[config.mk]
export PLATFORM = sky130hd
export DESIGN_NAME = vga_bg_render
export DESIGN_NICKNAME = d
export VERILOG_FILES = /design/src/rtl/vga_bg_render.sv
export SDC_FILE = /design/constraint.sdc
export NUM_CORES = 1
export LEC_CHECK = 0
export ABC_AREA = 1
export BUFFER_PORTS_ARGS = -buffer_cell sky130_fd_sc_hd__buf_2
export CAP_MARGIN = 20
export CORE_MARGIN = 8
export CORE_UTILIZATION = 50
export DETAILED_ROUTE_END_ITERATION = 6
export GPL_TIMING_DRIVEN = 0
export MAX_ROUTING_LAYER = met4
export PLACE_DENSITY = 0.77
export SLEW_MARGIN = 20
export SYNTH_ARGS = -nofsm -noshare
export SYNTH_HDL_FRONTEND = slang
export SYNTH_SLANG_ARGS = --single-unit
[constraint.sdc]
create_clock -name clk -period 1.6 [get_ports clk]
set_clock_uncertainty 0.2 [all_clocks]
set_input_delay 0.4 -clock clk [delete_from_list [all_inputs] [get_ports clk]]
set_output_delay 0.4 -clock clk [all_outputs]
set_load 0.005 [all_outputs]
[src/rtl/vga_bg_render.sv]
// Background renderer for a VGA pixel stream: draws black, a coloured border,
// a grid or a checkerboard behind the timing signals, with a fixed 2-cycle latency.
module vga_bg_render #(
  parameter int          H_ACTIVE    = 1024,
  parameter int          V_ACTIVE    = 768,
  parameter int          CNT_W       = 16,
  parameter int          BORDER_W    = 1,
  parameter int          CELL_LOG2   = 5,
  parameter int          BLINK_LOG2  = 4,
  parameter logic [11:0] BG_COLOR    = 12'h000,
  parameter logic [11:0] GRID_COLOR  = 12'h444,
  parameter logic [11:0] CHECK_COLOR = 12'h222
) (
  input  logic             clk,
  input  logic             rst,
  input  logic [CNT_W-1:0] hcount_in,
  input  logic [CNT_W-1:0] vcount_in,
  input  logic             hsync_in,
  input  logic             vsync_in,
  input  logic             hblnk_in,
  input  logic             vblnk_in,
  input  logic [1:0]       mode_in,
  input  logic             blink_en,
  output logic [CNT_W-1:0] hcount_out,
  output logic [CNT_W-1:0] vcount_out,
  output logic             hsync_out,
  output logic             vsync_out,
  output logic             hblnk_out,
  output logic             vblnk_out,
  output logic [11:0]      rgb_out,
  output logic [7:0]       frame_cnt
);

  localparam logic [CNT_W-1:0] H_MAX    = CNT_W'(H_ACTIVE);
  localparam logic [CNT_W-1:0] V_MAX    = CNT_W'(V_ACTIVE);
  localparam logic [CNT_W-1:0] BW       = CNT_W'(BORDER_W);
  localparam logic [CNT_W-1:0] H_RIGHT  = CNT_W'(H_ACTIVE - BORDER_W);
  localparam logic [CNT_W-1:0] V_BOTTOM = CNT_W'(V_ACTIVE - BORDER_W);

  logic             vsync_prev;
  logic             armed;
  logic             frame_start;
  logic [1:0]       mode_q;
  logic             blink_q;

  logic [CNT_W-1:0] s1_hcount;
  logic [CNT_W-1:0] s1_vcount;
  logic             s1_hsync;
  logic             s1_vsync;
  logic             s1_hblnk;
  logic             s1_vblnk;
  logic [11:0]      s1_rgb;

  logic [11:0]      pixel_rgb;
  logic [11:0]      border_rgb;
  logic             is_border;
  logic             blink_off;
  logic             visible;

  // armed keeps a vsync that is already high at reset release from counting as an edge
  assign frame_start = vsync_in && !vsync_prev && armed;
  assign blink_off   = blink_q && frame_cnt[BLINK_LOG2];
  assign visible     = !(hblnk_in || vblnk_in) && (hcount_in < H_MAX) && (vcount_in < V_MAX);

  always_ff @(posedge clk) begin
    if (rst) begin
      vsync_prev <= 1'b0;
      armed      <= 1'b0;
      mode_q     <= 2'd0;
      blink_q    <= 1'b0;
      frame_cnt  <= 8'd0;
    end else begin
      vsync_prev <= vsync_in;
      armed      <= 1'b1;
      if (frame_start) begin
        mode_q    <= mode_in;
        blink_q   <= blink_en;
        frame_cnt <= frame_cnt + 8'd1;
      end
    end
  end

  always_comb begin
    is_border  = 1'b1;
    border_rgb = 12'h000;
    if (vcount_in < BW)             border_rgb = 12'hff0;
    else if (vcount_in >= V_BOTTOM) border_rgb = 12'hf00;
    else if (hcount_in < BW)        border_rgb = 12'h0f0;
    else if (hcount_in >= H_RIGHT)  border_rgb = 12'h00f;
    else                            is_border  = 1'b0;
  end

  always_comb begin
    pixel_rgb = 12'h000;
    if (visible && mode_q != 2'd0) begin
      if (is_border) begin
        pixel_rgb = blink_off ? BG_COLOR : border_rgb;
      end else begin
        case (mode_q)
          2'd2: pixel_rgb = (hcount_in[CELL_LOG2-1:0] == '0 || vcount_in[CELL_LOG2-1:0] == '0)
                            ? GRID_COLOR : BG_COLOR;
          2'd3: pixel_rgb = (hcount_in[CELL_LOG2] ^ vcount_in[CELL_LOG2])
                            ? CHECK_COLOR : BG_COLOR;
          default: pixel_rgb = BG_COLOR;
        endcase
      end
    end
  end

  // Two register stages: colour is resolved into stage 1, stage 2 drives the ports
  always_ff @(posedge clk) begin
    if (rst) begin
      s1_hcount  <= '0;
      s1_vcount  <= '0;
      s1_hsync   <= 1'b0;
      s1_vsync   <= 1'b0;
      s1_hblnk   <= 1'b0;
      s1_vblnk   <= 1'b0;
      s1_rgb     <= 12'h000;
      hcount_out <= '0;
      vcount_out <= '0;
      hsync_out  <= 1'b0;
      vsync_out  <= 1'b0;
      hblnk_out  <= 1'b0;
      vblnk_out  <= 1'b0;
      rgb_out    <= 12'h000;
    end else begin
      s1_hcount  <= hcount_in;
      s1_vcount  <= vcount_in;
      s1_hsync   <= hsync_in;
      s1_vsync   <= vsync_in;
      s1_hblnk   <= hblnk_in;
      s1_vblnk   <= vblnk_in;
      s1_rgb     <= pixel_rgb;
      hcount_out <= s1_hcount;
      vcount_out <= s1_vcount;
      hsync_out  <= s1_hsync;
      vsync_out  <= s1_vsync;
      hblnk_out  <= s1_hblnk;
      vblnk_out  <= s1_vblnk;
      rgb_out    <= s1_rgb;
    end
  end

endmodule

Yosys cells after proc, flatten, opt, wreduce, memory -nomap -nowiden. Index checks and enable logic that the tools add are counted.

Register bits after elaboration: 108. Output and inout port bits: 56. Word-level logic and storage cells: 57.

$add $sub $neg: 1. Order comparisons: 6. Equality and inequality tests: 2. Mux-type cells: 14. Bitwise logic cells: 2. Reductions and logical operators: 14.

Operators with widths (number): $mux 12 (4); $ge 16x10->1 const B (2); $lt 16x1->1 const B (2); $pmux 11 s2 (1); $lt 16x10->1 const B (1); $lt 16x11->1 const B (1); $mux 11 (1); $logic_not 5->1 (2); $mux 10 (1); $add 8x1->8 const B (1); $mux 8 (1); $logic_and 1x1->1 (6); $mux 1 (5); $eq 2x2->1 const B (2); $mux 4 (1); $logic_not 1->1 (2); $logic_or 1x1->1 (2); $reduce_bool 2->1 (1); $reduce_or 2->1 (1); $not 1->1 (1); $xor 1x1->1 (1).

Depth between registers and ports, before layout. Gate-level depths: netlist of the first run.

Depth after elaboration: 7. Depth in mapped cells: 8.

Worst setup path after synthesis of the first run. OpenSTA, ideal clock, no wires.

Path type: reg2reg. Start point: reg frame_cnt[1]. End point: reg frame_cnt[6]. Setup time: 128 ps. Arrival: 1035 ps. Required time: 1272 ps. Path slack: 238 ps. Cell stages (with the launch flop): 9. Period minus slack after synthesis: 1362 ps. Cell sequence: dfxtp_1 -> ha_1 -> inv_1 -> nor3_2 -> nand2_1 -> nor2_1 -> nand2_1 -> nand2_1 -> nor2_1.

Cells in the longest elaborated chain, start to end: 1.

Ends and longest elaborated chain: start: declaration (RTL line 31) `output logic [7:0] frame_cnt`; start signal: assignment (RTL line 78) `frame_cnt <= frame_cnt + 8'd1;`; $add 8x1->8 (RTL line 78).

Every way passes these cells. A chain may end at the register's enable or synchronous reset.

Final worst setup path of the first run.
Start point: reg rgb_out[7]. End point: out rgb_out[7].

RTL lines: start: declaration (RTL line 30) `output logic [11:0] rgb_out,`; start signal: assignment (RTL line 141) `rgb_out <= s1_rgb;`.

No word-level cell between the ends.

==> reports/qor.log, run 1 <==
INFO  finish         final_net_count=571
INFO  synthesis      synth-edff-count=0
INFO  finish         drive_gt1_frac=0.251
INFO  timing         setup_total_negative_slack=0ps
INFO  floorplanning  die-width=98.9um
INFO  timing         finalHoldViolCount=0
INFO  synthesis      synth-seq-area-share=0.606
INFO  clock_network  cts_made_buffers=9
INFO  synthesis      ys_dominant_reg_cell=sky130_fd_sc_hd__dfxtp_1
INFO  detailed_routing post_drt_wl_per_cell=11.4um
INFO  synthesis      synth.top_cells.by_count=sky130_fd_sc_hd__nor2_1 (116), sky130_fd_sc_hd__dfxtp_1 (104), sky130_fd_sc_hd__inv_1 (98)
INFO  detailed_routing dr.first_iter.drc_count=61
INFO  setup_path     delay_contributed_by_the_slowest_stage_of_the_critical_path=320ps
INFO  setup_path     worst_setup_path_start_kind=flip-flop
INFO  timing         setup_viol_count_final=0
INFO  setup_path     worst_path_buf_inv=2
INFO  synthesis      total_standard_cell_area_after_synthesis=3440squm
INFO  setup_path     timing.setup.critical_path_class=flip-flop to primary output
INFO  power_and_ir_drop power.ir.vdd_worst=454uV
INFO  power_and_ir_drop seqPwrFrac=0.613
INFO  floorplanning  floorplan.initialDensity=0.511
INFO  global_route   grt.total_usage=0.150
INFO  timing         grt_setup_unrepaired=no
INFO  timing         min_period_over_period=0.934
INFO  global_route   vias_in_the_first_global_route=2628
INFO  synthesis      netlist.top_cell.by_area=sky130_fd_sc_hd__dfxtp_1
INFO  floorplanning  design.core.area=6720squm
INFO  detailed_routing route.detailed.drc=0
INFO  floorplanning  floorplan.rows=30
INFO  clock_network  clock_path_buffers=2
INFO  floorplanning  die_h=98.9um
INFO  setup_path     worst_setup_path_end_kind=primary output
INFO  setup_path     cell_chain_of_the_critical_path=buf_4, buf_2
INFO  clock_network  clock_pin_slew_reported_for_the_worst_setup_and_hold_paths_after_clock_tree_synthesis=90ps
INFO  synthesis      postSynthAreaPerCell=8.12squm
INFO  power_and_ir_drop power_density=1050nW/um^2
INFO  power_and_ir_drop power_switching_share=0.235
INFO  detailed_routing firstDrtPassIters=4
INFO  power_and_ir_drop power.total=4.41mW
INFO  clock_network  cts.hold.buffers_added=0
INFO  finish         areaGrowthSynthToFinish=21.7%
INFO  detailed_routing final_wirelength=6980um
INFO  power_and_ir_drop power.static_leakage=2.20nW
INFO  power_and_ir_drop clock_power_share=0.319
INFO  global_route   grt_antenna_before_repair=0
INFO  detailed_routing detailroute.via_count=2711
INFO  place          dp_worst_setup_slack=-43.3ps
INFO  floorplanning  design.portCount=97
INFO  floorplanning  die_area=9780squm
INFO  synthesis      synth_cell_types=25
INFO  clock_network  cts_tree=done
INFO  clock_network  post_cts.repair.setup_buffers=0
INFO  setup_path     timing.reg2reg.worst_path_depth=8
INFO  clock_network  cts.sink_count=104
INFO  timing         worst_pin_slew=478ps
INFO  global_route   grt_start_max_net_pins=18
INFO  timing         slack_of_the_critical_path=105ps
INFO  setup_path     required=1000ps
INFO  place          last_weighted_congestion_value_of_the_routability_driven_placer=0.770
INFO  min_path       worstHoldPathType=input pin to flip-flop
INFO  setup_path     critPathTopFamily=flip-flops
INFO  setup_path     worst-path-max-fanout=2
INFO  setup_path     critical_path.slowest_cell=sky130_fd_sc_hd__dfxtp_1
INFO  clock_network  clock_h_tree_levels=3
INFO  clock_network  clock_latency=350ps
INFO  synthesis      yosys_top_cell_area_share=0.606
INFO  flow_run       maxCapViolCount=0
INFO  detailed_routing drtAntennaViolNets=0
INFO  synthesis      synthTopCellsByArea=sky130_fd_sc_hd__dfxtp_1 (61%), sky130_fd_sc_hd__nor2_1 (13%), sky130_fd_sc_hd__inv_1 (11%)
INFO  synthesis      syn_nets=465
INFO  global_route   grt_pass1_wl=11300um
INFO  clock_network  resized_gates_after_cts=0
INFO  synthesis      synth_most_common_cell=sky130_fd_sc_hd__nor2_1
INFO  timing         max_slew_headroom=0.681
INFO  synthesis      postSynthRegisterBits=104
INFO  finish         insertedDiodeCount=0
INFO  power_and_ir_drop share_comb_of_total_power=0.067
INFO  run_status     outcome=completed
INFO  power_and_ir_drop p_switching=1.04mW
INFO  min_path       worstHoldPathCells=3
INFO  synthesis      post_synth_arst_share=0
INFO  setup_path     worst-endpoint-arrival=890ps
INFO  timing         fmax=669MHz
INFO  synthesis      synth_warnings=0
INFO  place          dp.final_hpwl=5550um
INFO  global_route   global_route.overflow_total=0
INFO  clock_network  root_buffer=sky130_fd_sc_hd__clkbuf_8
INFO  power_and_ir_drop cellInternalPower=3.37mW
INFO  timing         period_needed=1490ps
INFO  timing         timing.final.max_slew_violations=0
INFO  setup_path     timing.critical_path.depth=2
INFO  detailed_routing viasPerCell=4.42
INFO  synthesis      syn_inst=423
INFO  place          port-buffer-count=95
-- worst register-to-register path: stages, from the launching register on --
cell                      delay (ps)
sky130_fd_sc_hd__dfxtp_1         380
sky130_fd_sc_hd__ha_1            160
sky130_fd_sc_hd__inv_1            50
sky130_fd_sc_hd__nor3_2          190
sky130_fd_sc_hd__nand2_1         120
sky130_fd_sc_hd__nor2_1          110
sky130_fd_sc_hd__nand2_1          60
sky130_fd_sc_hd__nand2_1          60
sky130_fd_sc_hd__nor2_1           30
-- metal layers --
layer / track usage / vias to the layer above / wire length [um]
met2: 0.257 / 71 / 3300
met5: - / - / 0
met3: 0.0409 / 17 / 427
met4: 0.0744 / 0 / 176
li1: - / 1425 / -
met1: 0.154 / 1198 / 3070
-- cells in the final DEF, fill, tap and decap left out, types with 2 or more instances in the layout --
cell type	n
sky130_fd_sc_hd__clkinv_2	2
sky130_fd_sc_hd__inv_1	98
sky130_fd_sc_hd__nand4_1	2
sky130_fd_sc_hd__nand3_2	5
sky130_fd_sc_hd__clkbuf_8	9
sky130_fd_sc_hd__nor3_1	5
sky130_fd_sc_hd__inv_6	2
sky130_fd_sc_hd__nor2_4	2
sky130_fd_sc_hd__nor2_1	116
sky130_fd_sc_hd__nand2_1	41
sky130_fd_sc_hd__nor2_2	2
sky130_fd_sc_hd__a21oi_1	7
sky130_fd_sc_hd__nor3_2	2
sky130_fd_sc_hd__o21ai_0	9
sky130_fd_sc_hd__dfxtp_1	103
sky130_fd_sc_hd__buf_2	101
sky130_fd_sc_hd__buf_4	2
sky130_fd_sc_hd__clkbuf_1	5
sky130_fd_sc_hd__o21ai_1	2
sky130_fd_sc_hd__nand3_1	8
sky130_fd_sc_hd__clkinvlp_4	2
-- path summary, 6_finish.rpt --
path,from,to,slack [ps]
max reg2reg,frame_cnt[1]$_SDFFE_PP0P_,frame_cnt[6]$_SDFFE_PP0P_,130
min reg2reg,s1_vcount[12]$_SDFF_PP0_,vcount_out[12]$_SDFF_PP0_,200
max,rgb_out[7]$_SDFF_PP0_,rgb_out[7],110
min,hsync_in,s1_hsync$_SDFF_PP0_,50
-- logic make-up after synthesis --
kind of cell	count (synthesis)	synth area share
adders and majority gates	1	0.00364
buffers and inverters	113	0.131
AOI/OAI and AO/OA	18	0.0262
and+or+nand+nor	187	0.233
DFF	104	0.606
-- flip-flops by register name (all words and copies together), names as in the netlist, 2 cells and up --
name	cells
frame_cnt	8
s1_vcount	16
mode_q	2
hcount_out	16
s1_hcount	16
vcount_out	16
rgb_out	10
s1_rgb	10
-- cell type report --
class                           instances  area, sq um
Fill cell                             605         2540
Sequential cell                       104         2080
Multi-Input combinational cell        206          902
Timing Repair Buffer                   95          475
Inverter                              100          380
Clock buffer                           10          128
Tap cell                               80          100
Buffer                                 13         71.3
Clock inverter                          6         42.5
-- stage by stage --
step	instance area (sq um)	cells	hold slack [ps]	utilization
after floorplan	3440	423	188	-
after global placement	4010	598	189	0.597
after detailed placement	4010	598	193	0.597
after CTS	4180	614	36.4	0.622
after global routing	4180	614	49.0	0.623
final	4180	614	50.8	0.623
-- power groups by stage --
stage               clock (mW)  combinational [mW]  sequential (mW)
floorplan                    0               0.150             2.77
global placement             0               0.290             2.76
detailed placement           0               0.299             2.77
CTS                       1.46               0.300             2.71
global route              1.55               0.344             2.71
finish                    1.41               0.296             2.70
Power figures use the tool's default switching activity.
==> run 2, diff against run 1 <==
--- a/config.mk
+++ b/config.mk
@@ -14,6 +14,7 @@
 export GPL_TIMING_DRIVEN = 0
 export MAX_ROUTING_LAYER = met4
 export PLACE_DENSITY = 0.77
+export SETUP_SLACK_MARGIN = 0.3
 export SLEW_MARGIN = 20
 export SYNTH_ARGS = -nofsm -noshare
 export SYNTH_HDL_FRONTEND = slang
==> run 2 against run 1 <==
Clock power increased by 6%. Combinational power increased by 20%. Register-to-register slack improved by 60 ps. Via count increased by 0.22%. Clock-buffer cell count unchanged. Final cell count increased by 2.4%. Largest power group unchanged.
==> reports/qor.log, run 2 (synthesis results as in run 1) <==
INFO  run_status     outcome=completed
INFO  finish         layout_commonest_cell=sky130_fd_sc_hd__nor2_1
INFO  finish         insertedDiodeCount=0 [unchanged]
INFO  clock_network  cts.sink_count=104 [unchanged]
INFO  power_and_ir_drop cellInternalPower=3.46mW [+2.7%]
INFO  finish         fill_cell_instance_count_of_the_final_layout=532 [-12%]
INFO  finish         final_net_count=586 [+2.6%]
INFO  setup_path     r2r-end=frame_cnt[6]$_SDFFE_PP0P_
INFO  global_route   global_route.overflow_total=0 [unchanged]
INFO  detailed_routing firstDrtPassIters=4 [unchanged]
INFO  finish         area.sequential=2120squm [+1.7%]
INFO  global_route   grt_start_max_net_pins=19 [+1]
INFO  detailed_routing route.detailed.drc=0 [unchanged]
INFO  power_and_ir_drop power_density=991nW/um^2 [-6.0%]
INFO  setup_path     timing.reg2reg.worst_path_depth=8 [unchanged]
INFO  place          dp_worst_setup_slack=-5.53ps [+37.8 ps]
INFO  global_route   vias_in_the_first_global_route=2756 [+4.9%]
INFO  floorplanning  die-width=98.9um [unchanged]
INFO  clock_network  cts_tree=done
INFO  detailed_routing dr.first_iter.drc_count=68 [+11%]
INFO  place          last_weighted_congestion_value_of_the_routability_driven_placer=0.792 [+2.9%]
INFO  clock_network  root_buffer=sky130_fd_sc_hd__clkbuf_8
INFO  floorplanning  die_area=9780squm [unchanged]
INFO  floorplanning  design.portCount=97 [unchanged]
INFO  timing         min_period_over_period=0.936 [+0.00159]
INFO  place          dp.final_hpwl=5520um [-0.57%]
INFO  timing         finalHoldViolCount=0 [unchanged]
INFO  floorplanning  design.core.area=6720squm [unchanged]
INFO  min_path       worstHoldPathType=input pin to flip-flop
INFO  clock_network  clock_path_buffers=2 [unchanged]
INFO  detailed_routing post_drt_wl_per_cell=12.2um [+7.2%]
INFO  timing         slack_of_the_critical_path=103ps [-2.54 ps]
INFO  power_and_ir_drop power_switching_share=0.242 [+0.00681]
INFO  global_route   grt_antenna_before_repair=0 [unchanged]
INFO  timing         timing.final.max_slew_violations=0 [unchanged]
INFO  floorplanning  floorplan.rows=30 [unchanged]
INFO  power_and_ir_drop share_comb_of_total_power=0.078 [+0.011]
INFO  setup_path     timing.setup.critical_path_class=flip-flop to primary output
INFO  clock_network  clock_latency=350ps [about the same]
INFO  timing         worst_pin_slew=459ps [-18.9 ps]
INFO  timing         max_slew_headroom=0.694 [+0.0126]
INFO  place          dpl.cell_count=598 [unchanged]
INFO  detailed_routing drtAntennaViolNets=0 [unchanged]
INFO  min_path       worstHoldStart=hsync_in
INFO  global_route   grt.total_usage=0.161 [+0.0118]
INFO  global_route   grt_pass1_wl=12200um [+7.9%]
INFO  timing         period_needed=1500ps [+2.54 ps]
INFO  clock_network  clock_h_tree_levels=3 [unchanged]
INFO  finish         multi_input_area=1060squm [+17%]
INFO  power_and_ir_drop seqPwrFrac=0.593 [-0.020]
INFO  power_and_ir_drop p_switching=1.10mW [+6.6%]
INFO  finish         drive_gt1_frac=0.377 [+0.126]
INFO  finish         instances_no_fill=629 [+2.4%]
INFO  power_and_ir_drop power.static_leakage=2.32nW [+5.8%]
INFO  clock_network  clock_pin_slew_reported_for_the_worst_setup_and_hold_paths_after_clock_tree_synthesis=100ps [about the same]
INFO  setup_path     worst_setup_path_start_kind=flip-flop
INFO  place          port-buffer-count=95 [unchanged]
INFO  setup_path     timing.rr.start=frame_cnt[0]$_SDFFE_PP0P_
INFO  timing         grt_setup_unrepaired=yes
INFO  timing         fmax=668MHz [-0.17%]
INFO  detailed_routing detailroute.via_count=2717 [+0.22%]
INFO  power_and_ir_drop power.ir.vdd_worst=548uV [+21%]
INFO  finish         areaGrowthSynthToFinish=34.1%
INFO  flow_run       maxCapViolCount=0 [unchanged]
INFO  setup_path     ff2ff_setup_slack=190ps [+60 ps]
INFO  finish         leading_cell_types_in_the_layout_fill_and_taps_excluded=sky130_fd_sc_hd__nor2_1 (106), sky130_fd_sc_hd__inv_1 (92), sky130_fd_sc_hd__buf_2 (87), sky130_fd_sc_hd__dfxtp_1 (80), sky130_fd_sc_hd__nand2_1 (34)
INFO  setup_path     required=1000ps [about the same]
INFO  clock_network  cts_made_buffers=9 [unchanged]
INFO  min_path       worstHoldPathCells=3 [unchanged]
INFO  detailed_routing final_wirelength=7660um [+9.8%]
INFO  floorplanning  die_h=98.9um [unchanged]
INFO  finish         final_standard_cell_utilization_of_the_core=0.686 [+0.0633]
INFO  min_path       hold-path-endpoint=s1_hsync$_SDFF_PP0_
INFO  setup_path     worst-path-max-fanout=2 [unchanged]
INFO  timing         setup_viol_count_final=0 [unchanged]
INFO  setup_path     worst-endpoint-arrival=900ps [about the same]
INFO  setup_path     worst_setup_path_end_kind=primary output
INFO  detailed_routing viasPerCell=4.32 [-2.2%]
INFO  power_and_ir_drop clock_power_share=0.329 [+0.010]
INFO  floorplanning  floorplan.initialDensity=0.511 [unchanged]
==> run 2: final cells by class <==
type	instances	share of cell area
inverters	100	0.0831
clock buffers	10	0.0299
multi-input cells	206	0.230
plain buffers	13	0.0185
clock inverters	6	0.0109
repair buffers	110	0.146
well taps	80	0.0217
flip-flops and latches	104	0.460
==> run 2: worst max-delay path by stage <==
stage                                  endpoint                  start  slack (ps)  cells after the start
final                                rgb_out[3]  rgb_out[3]$_SDFF_PP0_         100                      2
after global routing                 rgb_out[3]  rgb_out[3]$_SDFF_PP0_          70                      2
after CTS                            rgb_out[7]  rgb_out[7]$_SDFF_PP0_          90                      2
after detailed placement  s1_rgb[10]$_SDFF_PP0_               vblnk_in          -6                      8
after global placement    s1_rgb[10]$_SDFF_PP0_          hcount_in[13]          10                      8
after floorplan           s1_rgb[10]$_SDFF_PP0_          vcount_in[15]         270                      7
==> run 2: what timing repair did <==
| item | CTS | global route |
|---|---|---|
| gates resized for setup | 32 | 47 |
| setup endpoints to repair | 66 | 71 |
| hold buffers | 0 | 0 |
| hold endpoints to repair | 0 | 0 |
| pin swaps | 12 | 16 |
| buffers inserted | 7 | 7 |
| gates cloned | 0 | 1 |
==> run 2: worst max-delay path, cell delays in order, from the launching register on <==
cell                      delay, ps
sky130_fd_sc_hd__dfxtp_2        330
sky130_fd_sc_hd__buf_6          110
sky130_fd_sc_hd__buf_6          100
==> run 2: power by group through the flow <==
stage	Clock (mW)	Sequential, mW	Combinational (mW)
3_3_place_gp	0	2.76	0.302
6_report	1.50	2.71	0.355
3_5_place_dp	0	2.77	0.313
2_1_floorplan	0	2.77	0.155
5_1_grt	1.65	2.72	0.404
4_1_cts	1.55	2.71	0.326
==> run 2: per-stage QoR <==
stage | area [sq um] | hold slack [ps] | total power [mW] | setup TNS, ps
6_report | 4610 | 49.9 | 4.57 | 0
5_1_grt | 4610 | 44.7 | 4.78 | 0
4_1_cts | 4370 | 32.0 | 4.58 | 0
3_5_place_dp | 4060 | 192 | 3.08 | -5.53
3_3_place_gp | 4060 | 190 | 3.07 | 0
2_1_floorplan | 3480 | 188 | 2.92 | 0
==> run 2: layer usage <==
metal / vias up / track usage / part of all wire
met2: 69 / 0.271 / 0.50
met5: - / - / 0
met4: 0 / 0.0732 / 0.011
met1: 1180 / 0.173 / 0.43
li1: 1461 / - / -
met3: 7 / 0.0451 / 0.065
